**config.mk**
```make
export PLATFORM = sky130hd
export DESIGN_NAME = exc_pipe
export DESIGN_NICKNAME = d
export VERILOG_FILES = /design/src/rtl/exc_pipe_pkg.sv /design/src/rtl/exc_stage_reg.sv /design/src/rtl/exc_pipe.sv
export SDC_FILE = /design/constraint.sdc
export NUM_CORES = 1
export LEC_CHECK = 0
export ABC_AREA = 1
export BUFFER_PORTS_ARGS = -buffer_cell sky130_fd_sc_hd__buf_2
export CORE_MARGIN = 1
export CORE_UTILIZATION = 46
export CTS_CLUSTER_SIZE = 20
export DETAILED_ROUTE_END_ITERATION = 8
export PLACE_DENSITY = 0.68
export SLEW_MARGIN = 10
export SYNTH_ARGS = -nofsm -noshare
export SYNTH_HDL_FRONTEND = slang
export SYNTH_HIERARCHICAL = 1
export SYNTH_SLANG_ARGS = --single-unit
```
**constraint.sdc**
```tcl
create_clock -name clk -period 3.4 [get_ports clk]
set_input_delay 0.51 -clock clk [delete_from_list [all_inputs] [get_ports clk]]
set_output_delay 0.51 -clock clk [all_outputs]
set_load 0.01 [all_outputs]
```
**src/rtl/exc_pipe_pkg.sv**
```systemverilog
// Shared CP0 definitions: exception codes, record field widths, the per-stage exception record.
// Latency: n/a (types, constants and pure functions only).
// Backpressure: n/a.
// Contents: ExcCode_* constants, field widths, exc_rec_t, misaligned(), idle_rec().
package exc_pipe_pkg;

  localparam int PC_W       = 32;
  localparam int BADVADDR_W = 32;
  localparam int EXCCODE_W  = 5;

  localparam logic [EXCCODE_W-1:0] ExcCode_AdEL    = 5'd4;
  localparam logic [EXCCODE_W-1:0] ExcCode_AdES    = 5'd5;
  localparam logic [EXCCODE_W-1:0] ExcCode_Sys     = 5'd8;
  localparam logic [EXCCODE_W-1:0] ExcCode_Bp      = 5'd9;
  localparam logic [EXCCODE_W-1:0] ExcCode_RI      = 5'd10;
  localparam logic [EXCCODE_W-1:0] ExcCode_Ov      = 5'd12;
  // "No exception" marker; ERET also reports this code while raising is_exc.
  localparam logic [EXCCODE_W-1:0] ExcCode_RESERVE = 5'd31;

  typedef struct packed {
    logic                  valid;
    logic [PC_W-1:0]       pc;
    logic                  is_in_ds;
    logic                  is_eret;
    logic                  is_exc;
    logic [EXCCODE_W-1:0]  exc_code;
    logic [BADVADDR_W-1:0] badvaddr;
  } exc_rec_t;

  // Data access alignment: half needs addr[0]==0, word needs addr[1:0]==0.
  function automatic logic misaligned(input logic [1:0] size, input logic [31:0] addr);
    logic mis;
    case (size)
      2'd1:    mis = addr[0];
      2'd2:    mis = (addr[1:0] != 2'b00);
      default: mis = 1'b0;
    endcase
    return mis;
  endfunction

  // Empty record: no instruction, no fault. The pc field is carried for visibility only.
  function automatic exc_rec_t idle_rec(input logic [PC_W-1:0] pc);
    exc_rec_t r;
    r.valid    = 1'b0;
    r.pc       = pc;
    r.is_in_ds = 1'b0;
    r.is_eret  = 1'b0;
    r.is_exc   = 1'b0;
    r.exc_code = ExcCode_RESERVE;
    r.badvaddr = '0;
    return r;
  endfunction

endpackage

```
**src/rtl/exc_stage_reg.sv**
```systemverilog
// One pipeline exception-record register: load enable, bubble insertion, flush, fault merge.
// Latency: 1 cycle from upstream record (+ merge) to rec_q.
// Backpressure: holds while en=0; inserts a bubble when loading while upstream holds; flush wins.
// Ports: en/up_adv/flush control; up_rec upstream record; merge_* candidate fault for this hop;
//        ds_ld/ds_val optional delay-slot override; rec_q_o registered record; merged_o comb view.
module exc_stage_reg
  import exc_pipe_pkg::*;
#(
  parameter logic [PC_W-1:0] RESET_PC = 32'h0000_0000
) (
  input  logic                  clk,
  input  logic                  resetn,
  input  logic                  en,
  input  logic                  up_adv,
  input  logic                  flush,
  input  exc_rec_t              up_rec,
  input  logic                  merge_exc,
  input  logic                  merge_eret,
  input  logic [EXCCODE_W-1:0]  merge_code,
  input  logic [BADVADDR_W-1:0] merge_badvaddr,
  input  logic                  ds_ld,
  input  logic                  ds_val,
  output exc_rec_t              rec_q_o,
  output exc_rec_t              merged_o
);

  exc_rec_t rec_q;
  exc_rec_t rec_d;
  exc_rec_t merged;

  always_comb begin
    merged = up_rec;
    // An existing fault is never overwritten; bubbles never pick up faults.
    if (up_rec.valid && !up_rec.is_exc && merge_exc) begin
      merged.is_exc   = 1'b1;
      merged.is_eret  = merge_eret;
      merged.exc_code = merge_code;
      merged.badvaddr = merge_badvaddr;
    end
    if (ds_ld) begin
      merged.is_in_ds = ds_val;
    end
  end

  always_comb begin
    rec_d = rec_q;
    if (flush) begin
      rec_d = idle_rec(rec_q.pc);
    end else if (en) begin
      rec_d = up_adv ? merged : idle_rec(merged.pc);
    end
  end

  always_ff @(posedge clk) begin
    if (!resetn) begin
      rec_q <= idle_rec(RESET_PC);
    end else begin
      rec_q <= rec_d;
    end
  end

  assign rec_q_o  = rec_q;
  assign merged_o = merged;

endmodule

```
**src/rtl/exc_pipe.sv**
```systemverilog
// Exception-tracking pipeline F->D->E->M producing the CP0 exception record, with flush/redirect.
// Latency: fetch fault visible on pre_* 3 cycles later; mem_kill/flush/redirect_* combinational.
// Backpressure: stage enables from the hazard unit hold/bubble stages; exc_occur flushes all.
// Ports: clk/resetn; fd_en/de_en/em_en; F/D/E fault inputs; exc_occur/cp0_pc from CP0;
//        reg_valid + pre_* M record to CP0; mem_kill to memory stage; flush/redirect_* to fetch.
// Option: define EXC_ADDR_CHECK_EN to enable fetch and data address-alignment checks.
module exc_pipe
  import exc_pipe_pkg::*;
#(
  parameter logic [31:0] RESET_PC = 32'h0000_0000
) (
  input  logic        clk,
  input  logic        resetn,
  input  logic        fd_en,
  input  logic        de_en,
  input  logic        em_en,
  input  logic        f_valid,
  input  logic [31:0] f_pc,
  input  logic        d_ri,
  input  logic        d_sys,
  input  logic        d_bp,
  input  logic        d_eret,
  input  logic        d_is_in_ds,
  input  logic        e_ov,
  input  logic        e_is_load,
  input  logic        e_is_store,
  input  logic [1:0]  e_size,
  input  logic [31:0] e_addr,
  input  logic        exc_occur,
  input  logic [31:0] cp0_pc,
  output logic        reg_valid,
  output logic [31:0] pre_pc,
  output logic [31:0] pre_badvaddr,
  output logic [4:0]  pre_excCode,
  output logic        pre_is_exc,
  output logic        pre_is_in_ds,
  output logic        pre_is_eret,
  output logic        mem_kill,
  output logic        flush,
  output logic        redirect_valid,
  output logic [31:0] redirect_pc
);

  exc_rec_t f_rec;
  exc_rec_t d_rec;
  exc_rec_t e_rec;
  exc_rec_t m_rec;
  exc_rec_t e_merged;
  exc_rec_t unused_f_merged;
  exc_rec_t unused_d_merged;

  logic                  f_adel;
  logic                  e_addr_fault;
  logic [BADVADDR_W-1:0] e_fault_badvaddr;

`ifdef EXC_ADDR_CHECK_EN
  assign f_adel           = (f_pc[1:0] != 2'b00);
  assign e_addr_fault     = (e_is_load | e_is_store) & misaligned(e_size, e_addr);
  assign e_fault_badvaddr = e_addr;
`else
  logic unused_addr_inputs;
  assign f_adel             = 1'b0;
  assign e_addr_fault       = 1'b0;
  assign e_fault_badvaddr   = '0;
  assign unused_addr_inputs = ^{e_size, e_addr};
`endif

  // Record entering D straight from fetch.
  always_comb begin
    f_rec       = idle_rec(f_pc);
    f_rec.valid = f_valid;
  end

  // Decode faults in MIPS priority order; ERET raises is_exc with the RESERVE code.
  logic                 d_exc;
  logic                 d_eret_only;
  logic [EXCCODE_W-1:0] d_code;

  always_comb begin
    d_exc       = d_ri | d_sys | d_bp | d_eret;
    d_eret_only = d_eret & ~(d_ri | d_sys | d_bp);
    if (d_ri)       d_code = ExcCode_RI;
    else if (d_sys) d_code = ExcCode_Sys;
    else if (d_bp)  d_code = ExcCode_Bp;
    else            d_code = ExcCode_RESERVE;
  end

  // Execute faults: overflow outranks the data address error.
  logic                  e_exc;
  logic [EXCCODE_W-1:0]  e_code;
  logic [BADVADDR_W-1:0] e_badvaddr;

  always_comb begin
    e_exc = e_ov | e_addr_fault;
    if (e_ov) begin
      e_code     = ExcCode_Ov;
      e_badvaddr = '0;
    end else begin
      e_code     = e_is_load ? ExcCode_AdEL : ExcCode_AdES;
      e_badvaddr = e_fault_badvaddr;
    end
  end

  // D register: fetch is always "advancing"; its validity is f_valid itself.
  exc_stage_reg #(.RESET_PC(RESET_PC)) u_d_reg (
    .clk            (clk),
    .resetn         (resetn),
    .en             (fd_en),
    .up_adv         (1'b1),
    .flush          (exc_occur),
    .up_rec         (f_rec),
    .merge_exc      (f_adel),
    .merge_eret     (1'b0),
    .merge_code     (ExcCode_AdEL),
    .merge_badvaddr (f_pc),
    .ds_ld          (1'b0),
    .ds_val         (1'b0),
    .rec_q_o        (d_rec),
    .merged_o       (unused_f_merged)
  );

  // E register: merges decode faults and latches the delay-slot flag.
  exc_stage_reg #(.RESET_PC(RESET_PC)) u_e_reg (
    .clk            (clk),
    .resetn         (resetn),
    .en             (de_en),
    .up_adv         (fd_en),
    .flush          (exc_occur),
    .up_rec         (d_rec),
    .merge_exc      (d_exc),
    .merge_eret     (d_eret_only),
    .merge_code     (d_code),
    .merge_badvaddr ('0),
    .ds_ld          (1'b1),
    .ds_val         (d_is_in_ds),
    .rec_q_o        (e_rec),
    .merged_o       (unused_d_merged)
  );

  // M register: merges execute faults; its merged view also drives store suppression.
  exc_stage_reg #(.RESET_PC(RESET_PC)) u_m_reg (
    .clk            (clk),
    .resetn         (resetn),
    .en             (em_en),
    .up_adv         (de_en),
    .flush          (exc_occur),
    .up_rec         (e_rec),
    .merge_exc      (e_exc),
    .merge_eret     (1'b0),
    .merge_code     (e_code),
    .merge_badvaddr (e_badvaddr),
    .ds_ld          (1'b0),
    .ds_val         (1'b0),
    .rec_q_o        (m_rec),
    .merged_o       (e_merged)
  );

  assign reg_valid    = m_rec.valid;
  assign pre_pc       = m_rec.pc;
  assign pre_badvaddr = m_rec.badvaddr;
  assign pre_excCode  = m_rec.exc_code;
  assign pre_is_exc   = m_rec.is_exc;
  assign pre_is_in_ds = m_rec.is_in_ds;
  assign pre_is_eret  = m_rec.is_eret;

  // A faulting store, or any store behind a faulting M instruction, must not write.
  assign mem_kill = (e_rec.valid & e_merged.is_exc) | (m_rec.valid & m_rec.is_exc);

  assign flush          = exc_occur;
  assign redirect_valid = exc_occur;
  assign redirect_pc    = cp0_pc;

endmodule

```
==> flow_summary_export.csv, run 1 <==
group,metric,value,unit
critical_path,cp-endpoint,"mem_kill",
critical_path,cp.arrival,1.37,ns
clocking,cts_made_buffers,24,
synthesis,syn_inst,1494,
drt,vias_per_cell,4.30,
place,finalWeightedCongestion,0.752,
synthesis,synth_area,9890,um^2
timing,rsz0062_at_grt,"false",
grt,antenna_found_initial,2,
timing,max-slew-margin-rel,10.6,%
critical_path,cp-start-kind,"register",
layout,nets,1779,
critical_path,setup.worst_path.class,"reg2out",
layout,drive_above_1_share,11.1,%
pwr,clockPowerShare,44.9,%
floorplan,core-area,21000,um^2
grt,grt_pass1_wl,36300,um
place,hpwl,14000,um
timing,whs,0.236,ns
timing,slew_violations,0,
floorplan,die_h,149,um
layout,final_cell_area,11500,um^2
floorplan,initial_core_util,47.1,%
critical_path,critPathLaunch,"u_e_reg/rec_q_o[72]",
pwr,p_seq_share,47.4,%
min_path,hold_path.class,"in2reg",
clocking,clock_path_buffers,3,
synthesis,yosysWarnings,6,
place,placed_cell_area,10700,um^2
pwr,p_comb_share,7.7,%
pwr,swShare,23.7,%
pwr,leakage,5.42,nW
layout,fin_util,54.8,%
timing,final.setup.tns,0,ns
grt,grt_start_max_net_pins,92,
place,portBuffers,121,
floorplan,rows,53,
clocking,cts_tree,"yes",
pwr,irDropWorstVdd,0.357,mV
timing,max_freq,532,MHz
drt,drc,0,
clocking,cts_resized,0,
timing,min_period_over_period,55.3,%
drt,first_pass_iters,4,
timing,skew,0.0192,ns
layout,final_cells,1956,
clocking,clk_latency,0.52,ns
floorplan,ios,221,
critical_path,crit_path_end_kind,"primary output",
place,place_inst,1915,
layout,fillCellCount,2096,
clocking,htree_levels,1,
drt,ant_nets,0,
critical_path,regToRegSetupSlack,1.61,ns
timing,worst-slew-pin-transition,1.34,ns
pwr,p_int,4.35,mW
pwr,p_switching,1.35,mW
grt,grt_pass1_vias,7554,
grt,overflow,0,
critical_path,rr_worst_depth,6,
run_status,outcome,"complete, no violations",
critical_path,cp.required,2.89,ns
clocking,clkSinkCount,219,
critical_path,worst_r2r_endpoint,"u_m_reg/rec_q_o[12]",
clocking,postCtsHoldBufs,0,
critical_path,critical_path.max_fanout,5,
run,maxCapViolCount,0,
drt,wire_per_inst,10.7,um
layout,area_growth,16.4,%
drt,vias,8409,
drt,wirelength,20900,um
drt,drt_iter0_drc,351,
synthesis,syn_area_per_cell,6.62,um^2
timing,finalSetupViolCount,0,
grt,grt_usage,19.6,%
clocking,clock-root-buffer,"clkbuf_16",
timing,min_period,1.88,ns
clocking,clk_pin_slew,0.06,ns
clocking,postCtsSetupBuffers,0,
critical_path,timing.rr.start,"u_e_reg/rec_q_o[72]",
pwr,p_per_area,495,nW/um^2
floorplan,die_width,149,um
timing,hold_viol,0,
floorplan,dieArea,22100,um^2
min_path,min-delay-start,"f_pc[23]",
==> sequential cells by signal (all words and copies together) (netlist names) <==
| name | cells |
|---|---|
| u_m_reg/rec_q_o | 73 |
| u_e_reg/rec_q_o | 73 |
| u_d_reg/rec_q_o | 73 |
==> layout make-up <==
class	instances	area, um^2	area share [%]
diodes	1	2.50	0.0217
multi-input cells	1068	4470	38.9
clock inverters	7	98.8	0.859
repair buffers	134	703	6.11
clock buffers	33	684	5.94
inverters	219	822	7.14
well taps	275	344	2.99
flip-flops and latches	219	4380	38.1
==> layer usage <==
layer	global-route usage, %	share of wire, %	routed length [um]	vias up
li1	-	-	-	4737
met1	29.0	51	10700	3464
met5	0	0.062	13	-
met3	3.01	5.4	1120	42
met2	28.8	41	8570	164
met4	6.03	2.3	477	2
==> through the flow <==
| step | power (mW) | setup WS (ns) |
|---|---|---|
| floorplan | 3.11 | 1.92 |
| detailed placement | 3.19 | 1.32 |
| global route | 5.95 | 1.39 |
| global placement | 3.18 | 1.33 |
| finish | 5.70 | 1.52 |
| CTS | 5.75 | 1.52 |
==> placed cells by master (no fill, tap or decap), drive strengths merged <==
cell	count
clkinv	4
inv	219
a21oi	123
dfxtp	219
clkbuf	33
buf	134
nand2	394
o21ai	99
bufinv	2
o21bai	1
nand3	118
conb	132
nor2	201
clkinvlp	1
diode	1
==> worst min-delay path by stage <==
stage / to / slack (ns) / cells after the start
after global routing: u_d_reg/rec_q_o[63] / 0.23 / 3
after detailed placement: u_m_reg/rec_q_o[32] / 0.45 / 2
after CTS: u_d_reg/rec_q_o[67] / 0.22 / 3
after global placement: u_m_reg/rec_q_o[36] / 0.45 / 2
after floorplan: u_d_reg/rec_q_o[32] / 0.44 / 2
final: u_d_reg/rec_q_o[63] / 0.24 / 3
==> critical path, stage by stage, from the launching register on <==
cell	delay, ns
dfxtp_1	0.42
nand2_1	0.11
nand2_1	0.09
nand2_1	0.06
nand2_1	0.06
buf_2	0.12
==> power groups by stage <==
stage               registers (mW)  logic [mW]  clock network [mW]
floorplan                     2.76       0.354                   0
global placement              2.76       0.427                   0
detailed placement            2.75       0.432                   0
CTS                           2.70       0.434                2.62
global route                  2.71       0.519                2.72
finish                        2.70       0.441                2.56
No activity file was read; power rests on OpenSTA's default activity.
==> run 2, diff against run 1 <==
ABC_AREA = 0   (was 1)
PLACE_DENSITY = 0.69   (was 0.68)
clock period = 1.8 ns   (was 3.4 ns; I/O delays follow)
==> flow_summary_export.csv, run 2 <==
group,metric,value,unit
run_status,outcome,"finished, violations left",
run_status,violations,"max-slew violations",
clocking,postCtsHoldBufs,0,
grt,grt_pass1_vias,6565,
clocking,clk_latency,0.50,ns
min_path,hold_path.class,"in2reg",
timing,slew_violations,39,
timing,rsz0062_at_grt,"false",
synthesis,syn_inst,934,
clocking,cts_resized,0,
layout,nets,1239,
drt,vias_per_cell,4.91,
floorplan,dieArea,20800,um^2
floorplan,ios,221,
drt,ant_nets,0,
timing,skew,0.00630,ns
run,maxCapViolCount,0,
timing,finalWorstSetupSlack,0.179,ns
synthesis,synth_area,9290,um^2
critical_path,critPathLaunch,"u_e_reg/rec_q_o[72]",
timing,max-slew-margin-rel,-34.4,%
place,place_ws,0.0176,ns
timing,max_freq,617,MHz
clocking,clock_path_buffers,3,
grt,grt_usage,19.7,%
critical_path,cp-endpoint,"mem_kill",
clocking,clkSinkCount,219,
critical_path,critical_path.max_fanout,6,
floorplan,die_width,144,um
critical_path,timing.rr.start,"u_d_reg/rec_q_o[37]",
synthesis,syn_area_per_cell,9.95,um^2
drt,vias,6895,
place,hpwl,13400,um
clocking,cts_made_buffers,23,
critical_path,setup.worst_path.class,"reg2out",
place,finalWeightedCongestion,0.742,
drt,first_pass_iters,5,
place,portBuffers,121,
floorplan,rows,51,
critical_path,cp.required,1.53,ns
timing,min_period_over_period,90.1,%
place,place_inst,1366,
pwr,design_power_total,10.2,mW
layout,drive_above_1_share,25.1,%
critical_path,cp.arrival,1.35,ns
floorplan,die_h,144,um
pwr,leakage,5.04,nW
timing,finalSetupViolCount,0,
drt,wirelength,20400,um
critical_path,cp-start-kind,"register",
critical_path,crit_path_end_kind,"primary output",
timing,final.setup.tns,0,ns
timing,hold_viol,0,
drt,drt_iter0_drc,325,
pwr,p_per_area,919,nW/um^2
grt,grt_pass1_wl,32600,um
layout,final_common_cell,"nand2_1",
layout,final_cells,1403,
layout,area_growth,19.9,%
drt,drc,0,
floorplan,core-area,19700,um^2
clocking,clk_pin_slew,0.06,ns
timing,worst-slew-pin-transition,2.01,ns
critical_path,worst_r2r_endpoint,"u_e_reg/rec_q_o[27]",
critical_path,regToRegSetupSlack,0.35,ns
layout,n_antenna_cell,0,
floorplan,initial_core_util,47.3,%
grt,antenna_found_initial,1,
clocking,clock-root-buffer,"clkbuf_16",
grt,grt_start_max_net_pins,97,
drt,wire_per_inst,14.6,um
grt,overflow,0,
clocking,htree_levels,1,
timing,min_period,1.62,ns
clocking,postCtsSetupBuffers,0,
critical_path,rr_worst_depth,5,
clocking,cts_tree,"yes",
synthesis,yosysWarnings,6,
layout,final_cell_mix,"nand2_1, dfxtp_1, conb_1, buf_2, a22o_1",
pwr,irDropWorstVdd,0.622,mV
run 2: worst min-delay path by stage:
stage	from	endpoint	slack [ns]	cells after the start
6_report	f_pc[21]	u_d_reg/rec_q_o[61]	0.04	3
5_1_grt	f_pc[21]	u_d_reg/rec_q_o[61]	0.04	3
4_1_cts	f_pc[8]	u_d_reg/rec_q_o[48]	0.02	3
3_5_place_dp	u_m_reg/rec_q_o[35]	u_m_reg/rec_q_o[35]	0.43	2
3_3_place_gp	u_m_reg/rec_q_o[32]	u_m_reg/rec_q_o[32]	0.43	2
2_1_floorplan	f_pc[21]	u_d_reg/rec_q_o[61]	0.41	2
run 2: report_power, final:
group | switching, mW | total (mW) | internal, mW
Sequential | 0.0397 | 4.96 | 4.92
Clock | 1.83 | 4.65 | 2.82
Combinational | 0.351 | 0.631 | 0.279
Total | 2.22 | 10.2 | 8.02
run 2: through the flow:
step | cell area [um^2] | hold WS [ns] | utilization (%)
final | 11100 | 0.0414 | 56.7
after CTS | 11100 | 0.0204 | 56.7
after global placement | 10400 | 0.434 | 53.0
after floorplan | 9770 | 0.415 | -
after detailed placement | 10400 | 0.432 | 53.0
after global routing | 11100 | 0.0372 | 56.7
run 2: cell type report:
cell class              count  area (um^2)
clock buffers              33          663
clock inverters             4         72.6
fillers                  1799         8510
inverters                  15         56.3
multi-input cells         724         4730
flip-flops and latches    219         4380
well taps                 265          332
repair buffers            143          908
run 2: routing by layer:
| layer | vias up | wire [um] | track usage, % |
|---|---|---|---|
| li1 | 3454 | - | - |
| met1 | 3268 | 9340 | 25.3 |
| met2 | 138 | 9930 | 34.4 |
| met3 | 33 | 764 | 3.08 |
| met4 | 2 | 397 | 5.10 |
| met5 | - | 8 | 0 |
run 2: worst max-delay path, stage by stage (launching register included):
cell and delay [ns]:
dfxtp_1 0.35, a21o_1 0.18, a22o_1 0.20, buf_2 0.13
==> run 3, diff against run 2 <==
BUFFER_PORTS_ARGS = -buffer_cell sky130_fd_sc_hd__clkbuf_2   (was -buffer_cell sky130_fd_sc_hd__buf_2)
CORE_ASPECT_RATIO = 0.9   (was default)
==> flow_summary_export.csv, run 3 (synthesized netlist as in run 2, its figures left out) <==
group,metric,value,unit
floorplan,dieArea,20800,um^2
pwr,irDropWorstVdd,0.608,mV
grt,grt_pass1_vias,6568,
drt,vias_per_cell,4.92,
pwr,p_switching,2.33,mW
min_path,hold_path.class,"in2reg",
clocking,clock-root-buffer,"clkbuf_16",
floorplan,core-area,19500,um^2
min_path,min_to,"u_d_reg/rec_q_o[45]",
layout,final_common_cell,"nand2_1",
drt,drt_iter0_drc,326,
drt,wirelength,20400,um
critical_path,cp-start-kind,"register",
pwr,leakage,5.04,nW
pwr,swShare,22.4,%
clocking,clk_latency,0.51,ns
critical_path,worst_r2r_endpoint,"u_e_reg/rec_q_o[21]",
critical_path,cp.required,1.53,ns
clocking,postCtsHoldBufs,4,
pwr,design_power_total,10.4,mW
critical_path,setup.worst_path.class,"reg2out",
layout,drive_above_1_share,25.6,%
place,finalWeightedCongestion,0.752,
critical_path,crit_family,"compound AO/OA/AOI/OAI gates",
timing,max_freq,608,MHz
layout,fillCellCount,1794,
layout,fin_util,57.5,%
clocking,cts_resized,0,
run_status,violations,"max-slew violations",
drt,wire_per_inst,14.6,um
timing,rsz0062_at_grt,"false",
pwr,clockPowerShare,46.3,%
run_status,outcome,"finished, violations left",
layout,final_cell_area,11200,um^2
pwr,p_seq_share,47.6,%
drt,vias,6894,
clocking,htree_levels,1,
clocking,cts_made_buffers,24,
critical_path,rr_worst_depth,4,
critical_path,regToRegSetupSlack,0.34,ns
timing,min_period,1.65,ns
clocking,clkSinkCount,219,
pwr,p_int,8.09,mW
run,maxCapViolCount,0,
floorplan,rows,48,
timing,finalSetupViolCount,0,
critical_path,cp_cell_sequence,"a21o_1 -> a22o_1 -> clkbuf_2",
layout,seq_area,4380,um^2
layout,final_cell_mix,"nand2_1, dfxtp_1, conb_1, clkbuf_2, a22o_1",
place,placed_cell_area,10400,um^2
critical_path,crit_slowest_cell,"dfxtp_1",
min_path,holdPathStages,3,
drt,ant_nets,0,
timing,min_period_over_period,91.4,%
critical_path,path_buf_inv,1,
place,portBuffers,121,
critical_path,crit_path_end_kind,"primary output",
floorplan,initial_core_util,47.8,%
grt,grt_usage,19.6,%
critical_path,critPathLaunch,"u_e_reg/rec_q_o[72]",
critical_path,slowest_delay,0.35,ns
critical_path,timing.rr.start,"u_d_reg/rec_q_o[72]",
layout,area_growth,20.3,%
layout,final_cells,1400,
clocking,postCtsSetupBuffers,0,
clocking,cts_tree,"yes",
timing,slew_violations,39,
pwr,p_comb_share,6.2,%
grt,grt_pass1_wl,33200,um
grt,antenna_found_initial,0,
floorplan,die_width,152,um
pwr,p_per_area,932,nW/um^2
timing,worst-slew-pin-transition,2.09,ns
critical_path,cp.arrival,1.38,ns
timing,skew,0.0180,ns
drt,first_pass_iters,4,
place,place_inst,1352,
layout,nets,1245,
clocking,clock_path_buffers,3,
floorplan,ios,221,
clocking,clk_pin_slew,0.06,ns
grt,grt_start_max_net_pins,75,
layout,n_antenna_cell,0,
grt,overflow,0,
timing,max-slew-margin-rel,-39.5,%
critical_path,critical_path.max_fanout,6,
timing,whs,0.0247,ns
min_path,min-delay-start,"f_pc[5]",
timing,hold_viol,0,
drt,drc,0,
layout,multiInputGateArea,4730,um^2
floorplan,die_h,137,um
place,hpwl,13300,um
## run 3: layout make-up
type,instances,area share (%)
Multi-Input combinational cell,724,42.3
Sequential cell,219,39.2
Timing Repair Buffer,148,8.21
Clock buffer,35,6.38
Tap cell,250,2.80
Clock inverter,9,0.626
Inverter,15,0.503
## run 3: stage by stage
step | worst slack [ns] | setup TNS [ns]
5_1_grt | 0.0793 | 0
6_report | 0.154 | 0
3_3_place_gp | 0.000709 | 0
2_1_floorplan | 0.0771 | 0
4_1_cts | 0.128 | 0
3_5_place_dp | -0.0200 | -0.115
## run 3: worst max-delay path by stage
stage	endpoint	slack, ns	cells after the start
after floorplan	u_e_reg/rec_q_o[38]	0.08	5
after global placement	u_e_reg/rec_q_o[9]	0.0007	6
after detailed placement	u_e_reg/rec_q_o[6]	-0.02	6
after CTS	mem_kill	0.13	3
after global routing	mem_kill	0.08	3
final	mem_kill	0.15	3
## run 3: power by group through the flow
stage                     Sequential (mW)  Combinational [mW]  Clock [mW]
final                                4.96               0.643        4.82
after global routing                 4.96               0.713        5.13
after CTS                            4.96               0.624        4.93
after detailed placement             5.06               0.616           0
after global placement               5.06               0.613           0
after floorplan                      5.06               0.496           0
## run 3: per-layer routing
layer | wire (um) | GRT usage [%]
met3 | 751 | 3.48
met2 | 9490 | 33.7
met4 | 463 | 5.78
met5 | 0 | 0
met1 | 9670 | 25.1
## run 3: worst min-delay path, cell delays in order
cell and delay, ns:
clkbuf_2 0.11, nand2_1 0.05, a21boi_0 0.06
